==> src/rtl/cfg_req_arb64.sv <==
// Round-robin arbiter sharing one 64-bit config target among N_REQ requesters.
// One transaction in flight; watchdog synthesizes a miss if the target never acks.
module cfg_req_arb64 #(
  parameter int N_REQ = 4,
  parameter int TIMEOUT_CYC = 1024,
  localparam int IDX_W = $clog2(N_REQ)
) (
  input  logic                 clk,
  input  logic                 rst,
  input  logic [N_REQ*160-1:0] req_in,
  output logic [N_REQ*68-1:0]  ack_out,
  output logic [159:0]         req_out,
  input  logic [67:0]          ack_in,
  output logic [IDX_W-1:0]     grant_idx,
  output logic                 busy,
  output logic                 timeout_err
);

  localparam int WD_W = (TIMEOUT_CYC > 0) ? $clog2(TIMEOUT_CYC + 1) : 1;
  localparam int WD_LAST = (TIMEOUT_CYC > 0) ? TIMEOUT_CYC - 1 : 0;
  localparam int VLD = 159;
  localparam int OP0 = 155;

  typedef enum logic [1:0] {
    IDLE,
    WAIT,
    RESP
  } state_t;

  state_t                      state;
  logic [WD_W-1:0]             wd;
  logic [N_REQ-1:0][159:0]     req_a;
  logic [N_REQ-1:0][67:0]      ack_q;
  logic [N_REQ-1:0]            vld;
  logic                        found;
  logic [IDX_W-1:0]            pick;
  logic                        done;
  logic                        wd_hit;

  assign req_a   = req_in;
  assign ack_out = ack_q;
  assign busy    = (state != IDLE);
  assign done    = |ack_in[67:64];
  assign wd_hit  = (TIMEOUT_CYC != 0) && (wd == WD_W'(WD_LAST));

  always_comb begin
    for (int i = 0; i < N_REQ; i++) begin
      vld[i] = req_a[i][VLD];
    end
  end

  // Search starts one past the last grant so every requester gets a turn.
  always_comb begin
    found = 1'b0;
    pick  = grant_idx;
    for (int k = 1; k <= N_REQ; k++) begin
      if (!found && vld[(int'(grant_idx) + k) % N_REQ]) begin
        found = 1'b1;
        pick  = IDX_W'((int'(grant_idx) + k) % N_REQ);
      end
    end
  end

  always_ff @(posedge clk or posedge rst) begin
    if (rst) begin
      state       <= IDLE;
      req_out     <= '0;
      ack_q       <= '0;
      grant_idx   <= IDX_W'(N_REQ - 1);
      wd          <= '0;
      timeout_err <= 1'b0;
    end else begin
      ack_q       <= '0;
      timeout_err <= 1'b0;
      unique case (state)
        IDLE: begin
          wd <= '0;
          if (found) begin
            grant_idx <= pick;
            req_out   <= req_a[pick];
            state     <= WAIT;
          end
        end
        WAIT: begin
          wd <= wd + 1'b1;
          if (done) begin
            ack_q[grant_idx] <= ack_in;
            req_out[VLD]     <= 1'b0;
            state            <= RESP;
          end else if (wd_hit) begin
            ack_q[grant_idx] <= {req_out[OP0], 1'b0,
                                 ~req_out[OP0], 1'b0, 64'h0};
            timeout_err      <= 1'b1;
            req_out[VLD]     <= 1'b0;
            state            <= RESP;
          end
        end
        RESP: begin
          wd    <= '0;
          state <= IDLE;
        end
        default: state <= IDLE;
      endcase
    end
  end

endmodule

==> config.mk <==
export PLATFORM = sky130hd
export DESIGN_NAME = cfg_req_arb64
export DESIGN_NICKNAME = d
export VERILOG_FILES = /design/src/rtl/cfg_req_arb64.sv
export SDC_FILE = /design/constraint.sdc
export NUM_CORES = 1
export LEC_CHECK = 0
export BUFFER_PORTS_ARGS = -buffer_cell sky130_fd_sc_hd__buf_2
export CAP_MARGIN = 10
export CORE_AREA = 2 2 450 452
export DETAILED_ROUTE_END_ITERATION = 8
export DIE_AREA = 0 0 452 454
export PLACE_DENSITY = 0.39
export SYNTH_ARGS = -nofsm -noshare
export SYNTH_HDL_FRONTEND = slang
export SYNTH_SLANG_ARGS = --single-unit
==> constraint.sdc <==
create_clock -name clk -period 17.1 [get_ports clk]
set_input_delay 1.71 -clock clk [delete_from_list [all_inputs] [get_ports clk]]
set_output_delay 1.71 -clock clk [all_outputs]
set_load 0.02 [all_outputs]
==> results of run 1 <==
per-stage QoR:
step	setup WS, ps	instance area [sq um]	hold WS, ps
CTS	11570	31160	481.7
global route	11210	31170	499.6
finish	11430	31190	472.7
global placement	11040	29030	458.3
floorplan	2908	20300	531.1
detailed placement	10920	29030	468.3
power by group:
| part | internal, mW | switching (mW) | leakage [nW] | total [mW] |
|---|---|---|---|---|
| clock network | 0.798 | 0.561 | 1.01 | 1.36 |
| logic | 1.11 | 1.83 | 9.17 | 2.94 |
| registers | 1.36 | 0.173 | 5.93 | 1.53 |
| total | 3.26 | 2.57 | 16.1 | 5.83 |
state kept, by name (all words and copies together) (netlist names):
name,cells
state,2
req_out,160
grant_idx,2
ack_out,272
timeout_err,1
wd,11
metal layers:
layer,vias up,track usage,share of wire
li1,8335,-,-
met1,8968,0.1277,0.37
met2,682,0.2173,0.53
met3,136,0.03687,0.079
met4,20,0.02634,0.020
met5,-,0,0.0011
critical path: stages (launching register included):
cell and delay (ps):
dfstp_2 680, inv_1 140, ha_1 400, mux2_2 250, o221ai_1 190, o221ai_4 130, buf_12 500, buf_4 730
buf_4 600, buf_12 520, mux2i_1 220, mux2_2 310, o21ai_0 170
cell families after synthesis:
logic type	Yosys count	synth area share
AND/OR/NAND/NOR	552	0.1155
multiplexers	482	0.2475
flip-flops	448	0.5523
AO/OA/AOI/OAI	180	0.04671
buffers and inverters	133	0.03149
XOR/XNOR	8	0.003451
adder cells (fa/ha/maj)	5	0.003081
path summary, 6_finish.rpt:
path / end
setup / recovery: req_out[110]
hold / removal: req_out[133]
setup reg to reg: req_out[110]
hold reg to reg: req_out[133]
max in group asynchronous: req_out[152]
min in group asynchronous: ack_out[101]
synthesized netlist by cell type, types with 2 or more instances:
cell type	number	area, sq um
nand2_1	234	878.3
a21oi_1	4	20.02
nor3_1	2	10.01
or3_1	2	12.51
ha_1	5	62.56
dfrtp_1	446	11160
o21ai_1	86	430.4
nand2b_1	4	25.02
inv_1	5	18.77
a21boi_0	2	15.01
buf_1	8	30.03
buf_6	3	33.78
dfstp_2	2	52.55
buf_4	19	142.6
and2_1	73	456.7
xnor2_1	7	61.31
mux2_1	2	22.52
nand4_1	4	25.02
clkbuf_1	61	229.0
nor2_1	208	780.8
mux2_2	158	1779
and3_1	8	50.05
o21ai_0	78	390.4
nor2b_1	4	25.02
mux2i_1	322	3223
buf_2	37	185.2
nand3_1	6	30.03
cells in the final DEF (no fill, tap or decap), types with 2 or more instances in the layout:
cell / synthesis / final
nor2b_1: 4 / 4
ha_1: 5 / 5
mux2_1: 2 / 2
clkinv_16: 0 / 3
buf_4: 19 / 20
buf_2: 37 / 1145
nand2b_1: 4 / 4
clkinvlp_4: 0 / 9
diode_2: 0 / 12
nand2_1: 234 / 231
clkbuf_16: 0 / 58
bufinv_16: 0 / 8
nor2_1: 208 / 207
o21ai_1: 86 / 86
clkbuf_8: 0 / 10
buf_12: 0 / 3
nor3_1: 2 / 2
inv_6: 0 / 4
and3_1: 8 / 8
clkbuf_1: 61 / 5
clkinv_4: 0 / 6
inv_8: 0 / 2
nand4_1: 4 / 4
o21ai_0: 78 / 78
a21oi_1: 4 / 4
and2_1: 73 / 73
dfstp_2: 2 / 2
clkinv_2: 0 / 5
a21boi_0: 2 / 2
nand3_1: 6 / 6
inv_1: 5 / 4
dfrtp_1: 446 / 446
xnor2_1: 7 / 7
mux2i_1: 322 / 322
mux2_2: 158 / 158
nand2_4: 0 / 3
or3_1: 2 / 2
final cells by class:
cell class	instances	area [sq um]
tap	2672	3343
antenna	12	30.03
clock buffer	73	1608
fill	22770	169700
inverter	5	26.28
clock inverter	36	521.8
sequential	448	11210
timing repair buffer	1168	5941
multi-input combinational	1227	8509
==> run metrics, run 1 <==
outcome=completed; first-pass GRT wire length=~160000 microns; Reg2Reg Setup Slack=11430 ps; Clock H-tree levels=2; top_reg_cell synth=dfrtp_1; setup bufs post-CTS=0; final hold vios=0; final setup vio count=0; largest net degree at the start of global routing=approximately 170; Final Critical Period=roughly 5700 ps; Initial DRC Count=~1000; die height=between 400 and 500 microns; cell area after synthesis=just over 20000 sq um; Bufs on Longest Clock Path=3; NumNets Final=roughly 3600; nature of the critical path endpoint=flip-flop; die area=~210000 sq um; YS warnings=0; Worst-Margin Slew=about 1200 ps; vias in the first global route=approximately 19000; site row count=165; Initial Utilization=0.1011; Synth cell types=45; Via-to-Cell Ratio=around 3.2; Post-Route Setup TNS=0 ps; DR pass1 iterations=5; Die Width=452 microns; Crit path required time=around 18000 ps; PD cells=between 150 and 200 nW/um^2; DR vias=18140; Boundary Pins=between 1000 and 1500; DP HPWL=103800 microns; number of max-slew violations in the final report=0; drt drc=0; total power=5.831 mW; clock skew=around 42 ps; clk_lat worst skew=around 700 ps; CTS Root Buffer Type=clkbuf_16; Pleak=16.11 nW; Cells after Synth=between 1500 and 2000; #FFs+latches synth=between 400 and 500; PostCTS Resize Cnt=0; Critical Path Source Type=flip-flop; CTS tree=yes; worst min path class=flip-flop to flip-flop; EDFF count, synth=0; ys async rst share=1.000; Final Instance Count excl. Fillers=between 5000 and 6000; max frequency=around 0.18 GHz; initial antenna violation count=35; min-delay src=req_out[133]; Synth Net Count=2523; maximum fanout along the worst path=about 130; IO buf count=roughly 1100; gr usage total=0.1167; Core Box Area=200900 sq um; placed cells=5520; Crit. Startpoint=grant_idx[0]; share of layout cells above drive strength 1=0.4877; CTS Buf Count=between 50 and 60; FF-to-FF path depth=12; Sink Count=approximately 450; critical path class=flip-flop to flip-flop; Worst Hold Depth=2; wire per inst=between 20 and 25 microns; Syn Area/Cell=approximately 11 sq um; grt ovf=0; clk slew on worst S/H paths=around 70 ps; RSZ-0062 raised after global routing=no; Finished Core Util=0.1553; sequential share of the synthesized area=0.5523; routability cong.=between 0.9 and 1; hold buffers post-CTS=0; period utilisation layout=0.3317; synthesis-to-finish area growth=53.63%; drt total wl=125200 microns; maximum vdd ir drop=between 0.2 and 0.3 mV; Slew headroom=0.2078; crit path DAT=~6300 ps; max-cap viol count=0; number of routed nets with antenna violations=0; reg-to-reg critical path startpoint=grant_idx[0]
No activity file was read; power rests on OpenSTA's default activity.
==> inputs of run 2 (changes only) <==
Settings changed: CORE_AREA 2 2 450 452 to 2 2 448 450, DIE_AREA 0 0 452 454 to 0 0 450 452, PLACE_DENSITY 0.39 to 0.4.
Clock period 17.1 ns to 4.7 ns, I/O delays scaled along.
==> run 2 against run 1 <==
Against the previous run: via count up 1.3%; final area rose by 2.0%; setup slack lost 10000 ps; cell count rose by 1.2%; critical path depth is 2 lower; non-clock buffer count grew 92; utilization increased by 0.48 points; clock skew up 14 ps; largest cell class unchanged.
==> run metrics, run 2 (same netlist as run 1, synthesis figures left out) <==
gr usage total=0.1172; DR vias=about 18000; vias in the first global route=19610; Core Box Area=around 200000 sq um; most frequent standard cell in the layout excluding fill and tap cells=buf_2; Worst-Margin Slew=roughly 1100 ps; final hold vios=0; PostCTS Resize Cnt=0; maximum vdd ir drop=between 0.4 and 0.5 mV; clk_lat worst skew=690 ps; Placed Area=29350 sq um; switch share=0.4419; net switching power=9.254 mW; DR pass1 iterations=4; Seq pwr share=0.264; Crit path required time=roughly 5300 ps; Clock H-tree levels=2; Setup WS pre-CTS=slightly below 900 ps; largest net degree at the start of global routing=103; die area=between 200000 and 250000 sq um; final setup vio count=0; drt drc=0; Internal=~12 mW; clk slew on worst S/H paths=approximately 60 ps; first-pass GRT wire length=approximately 160000 microns; Initial DRC Count=between 900 and 1000; clock skew=~55 ps; crit path DAT=around 4300 ps; period utilisation layout=0.7961; Slew headroom=0.2877; Final Critical Period=3742 ps; grt ovf=0; DP HPWL=103400 microns; Via-to-Cell Ratio=between 3 and 4; initial antenna violation count=between 40 and 50; FF-to-FF path depth=10; number of max-slew violations in the final report=0; Pleak=around 16 nW; outcome=completed; total power=20.94 mW; NumNets Final=approximately 3700; placed cells=between 5000 and 6000; nature of the critical path endpoint=flip-flop; routability cong.=0.8983; Die Width=450 microns; fin area=between 30000 and 40000 sq um; max frequency=approximately 0.27 GHz; critical path class=flip-flop to flip-flop; CTS tree=yes; wire per inst=approximately 22 microns; Logic pwr share=0.527; worst min path class=input pin to flip-flop; die height=between 400 and 500 microns; Boundary Pins=about 1100; Worst Hold Depth=2; max reg flops=approximately 270; most frequent cells in the layout=buf_2 (1145), dfrtp_1 (446), mux2i_1 (322); Clock power frac=0.209; synthesis-to-finish area growth=56.66%; max-cap viol count=0; maximum fanout along the worst path=25; number of routed nets with antenna violations=0; Bufs on Longest Clock Path=3; site row count=~160; PD cells=658.3 nW/um^2; Critical Path Source Type=flip-flop; CTS Root Buffer Type=clkbuf_16; Initial Utilization=0.1022; IO buf count=1145; CTS Buf Count=56; drt total wl=approximately 120000 microns; share of layout cells above drive strength 1=0.4793; Post-Route Setup TNS=0 ps; RSZ-0062 raised after global routing=no; Final Instance Count excl. Fillers=~5700; Sink Count=448; final worst slack=958.4 ps
run 2: cell count changes in the layout (fill, tap and decap cells not counted), moves of 5 or more:
cell           change
dlygate4sd3_1     +58
buf_4             +27
clkbuf_1           +9
buf_12             +7
bufinv_16          -7
clkinvlp_4         -7
clkbuf_8           +6
clkinv_4           -5
run 2: cell type report:
type | instances | area (sq um)
sequential | 448 | 11210
tap | 2656 | 3323
fill | 22600 | 166800
clock buffer | 86 | 1674
inverter | 5 | 22.52
timing repair buffer | 1260 | 6864
clock inverter | 12 | 160.2
multi-input combinational | 1227 | 8512
antenna | 15 | 37.54
run 2: per-stage QoR:
stage                       util  hold WS, ps
after CTS                 0.1599        2.416
after floorplan                -        531.1
after global routing      0.1600        40.46
after detailed placement  0.1478        465.7
final                     0.1601        82.76
after global placement    0.1478        461.5
run 2: worst max-delay path, cell delays in order (launching register included):
cell and delay [ps]:
dfstp_2 670, inv_1 140, ha_1 410, mux2_2 360, o221ai_1 320, o221ai_4 450, buf_12 320, buf_4 280
mux2i_1 170, mux2_2 270, o21ai_0 190
run 2: worst paths after layout:
kind	start	end	slack [ps]
setup / recovery	grant_idx[0]	req_out[126]	960
hold / removal	ack_in[37]	ack_out[105]	80
setup reg to reg	grant_idx[0]	req_out[126]	960
hold reg to reg	req_out[153]	req_out[153]	470
max in group asynchronous	rst	req_out[80]	2970
min in group asynchronous	rst	req_out[6]	420
run 2: layer usage:
metal / track usage / share of wire
met2: 0.2157 / 0.52
met4: 0.03518 / 0.032
met5: 0 / 0.00096
met3: 0.04357 / 0.086
met1: 0.1231 / 0.36
run 2: power by group through the flow:
stage / Sequential (mW) / Clock (mW) / Combinational [mW]
floorplan: 6.70 / 0 / 5.75
global placement: 5.60 / 0 / 11.4
detailed placement: 5.61 / 0 / 11.4
CTS: 5.57 / 4.58 / 11.5
global route: 5.67 / 4.73 / 12.0
finish: 5.53 / 4.37 / 11.0
run 2: what timing repair did:
item                      4_1_cts  5_1_grt
hold endpoints to repair      111        0
setup buffers                   0        0
hold buffers                   58        0
==> inputs of run 3 (changes only) <==
Clock period 4.7 ns to 3.15 ns, I/O delays scaled along.
==> run 3 against run 2 <==
Against the previous run: register-to-register slack worse by 850 ps; non-clock buffer count rose by 88; cell count grew 1.6%; first-iteration DRC count is 6.8% lower; sequential power rose by 50%; global-route usage grew 0.21 points; worst hold slack lost 13 ps; setup slack worse by 850 ps; utilization increased by 0.62 points; sequential share of layout area is 1.3 points lower; critical endpoint is now req_out[112]; largest power group unchanged; highest routed layer unchanged.
==> run metrics, run 3 (same netlist as run 1, synthesis figures left out) <==
number of max-slew violations in the final report=0; Finished Core Util=0.1663; Fin Hold WS=between 60 and 70 ps; Pleak=about 17 nW; Sink Count=between 400 and 500; Via-to-Cell Ratio=3.255; outcome=completed; share of layout cells above drive strength 1=0.4864; IO buf count=between 1000 and 1500; Worst-Margin Slew=a little under 700 ps; Core Box Area=slightly below 200000 sq um; critical path class=flip-flop to flip-flop; synthesis-to-finish area growth=62.70%; maximum vdd ir drop=0.6048 mV; wire per inst=21.84 microns; initial antenna violation count=40; max-cap viol count=0; Die Width=450 microns; Internal=18.78 mW; Final Critical Period=around 3000 ps; final hold vios=0; CTS Root Buffer Type=clkbuf_16; final setup vio count=0; placed cells=approximately 5600; Initial Utilization=0.1022; Seq pwr share=0.249; number of routed nets with antenna violations=0; Slew headroom=0.5405; CP max-delay cell=dfstp_2; Placed Area=between 20000 and 30000 sq um; clock skew=59.07 ps; Clock H-tree levels=2; maximum fanout along the worst path=21; most frequent standard cell in the layout excluding fill and tap cells=buf_2; most frequent cells in the layout=buf_2 (1145), dfrtp_1 (446), mux2i_1 (321); nature of the critical path endpoint=flip-flop; PD cells=1005 nW/um^2; Boundary Pins=1146; grt ovf=0; crit path DAT=approximately 3700 ps; site row count=164; Crit path required time=3770 ps; max reg flops=272; net switching power=around 14 mW; period utilisation layout=0.9642; worst min path class=input pin to flip-flop; DR pass1 iterations=5; Final Instance Count excl. Fillers=a little under 6000; gr usage total=0.1193; CP cell instances=inv_1 > ha_1 > mux2_2 > o221ai_4 > o221ai_4 > buf_12 > clkbuf_16 > clkbuf_16 > mux2i_1 > mux2_2 > o21ai_0; max frequency=around 0.33 GHz; first-pass GRT wire length=about 170000 microns; DR vias=18890; CTS Buf Count=between 50 and 60; Clock power frac=0.220; drt total wl=about 130000 microns; switch share=0.4341; die area=a little over 200000 sq um; Post-Route Setup TNS=0 ps; clk_lat worst skew=~700 ps; Initial DRC Count=between 900 and 1000; vias in the first global route=between 15000 and 20000; NumNets Final=3803; clk slew on worst S/H paths=about 60 ps; DP HPWL=106100 microns; die height=roughly 450 microns; routability cong.=0.9054; drt drc=0; Critical Path Max Stage Delay=530 ps; fin area=approximately 33000 sq um; Critical Path Source Type=flip-flop; Setup WS pre-CTS=7.734 ps; total power=approximately 33 mW; CTS tree=yes; final worst slack=between 100 and 150 ps; largest net degree at the start of global routing=81; Logic pwr share=0.531; Bufs on Longest Clock Path=3
[run 3: final timing paths]
kind	start	endpoint	slack, ps	cells after the start
setup / recovery	grant_idx[1]	req_out[112]	110	11
hold / removal	req_in[560]	req_out[80]	70	4
setup reg to reg	grant_idx[1]	req_out[112]	110	11
hold reg to reg	req_out[152]	req_out[152]	470	2
max in group asynchronous	rst	ack_out[68]	1740	5
min in group asynchronous	rst	req_out[153]	240	3
[run 3: critical path: cells and delay by family, from the launching register on]
kind / cells / cell delay (ps)
flops: 1 / 530
fa+ha+maj: 1 / 330
mux: 3 / 770
compound gates: 3 / 500
buf+inv: 4 / 730
[run 3: layout make-up]
class / instances / area (sq um)
clock inverters: 31 / 469.2
well taps: 2656 / 3323
repair buffers: 1348 / 7805
diodes: 14 / 35.03
inverters: 5 / 22.52
flip-flops and latches: 448 / 11210
clock buffers: 74 / 1632
fillers: 22500 / 165600
multi-input cells: 1227 / 8533
[run 3: power by group through the flow]
stage	logic [mW]	clock network (mW)	registers (mW)
after floorplan	8.58	0	10.0
after global placement	17.8	0	8.41
after detailed placement	17.9	0	8.41
after CTS	18.0	7.57	8.35
after global routing	19.1	7.79	8.49
final	17.6	7.29	8.28
[run 3: metal layers]
layer / track usage / vias to the layer above / wire length, microns
li1: - / 8703 / -
met1: 0.1273 / 9328 / 45500
met2: 0.2231 / 691 / 67830
met3: 0.03670 / 143 / 9508
met4: 0.03539 / 22 / 3757
met5: 0 / - / 155
[run 3: what timing repair did]
item	CTS	global route
buffers inserted	0	1
gates resized for setup	2	5
gates cloned	0	2
hold buffers	97	0
setup endpoints to repair	2	20
hold endpoints to repair	282	0
pin swaps	0	1
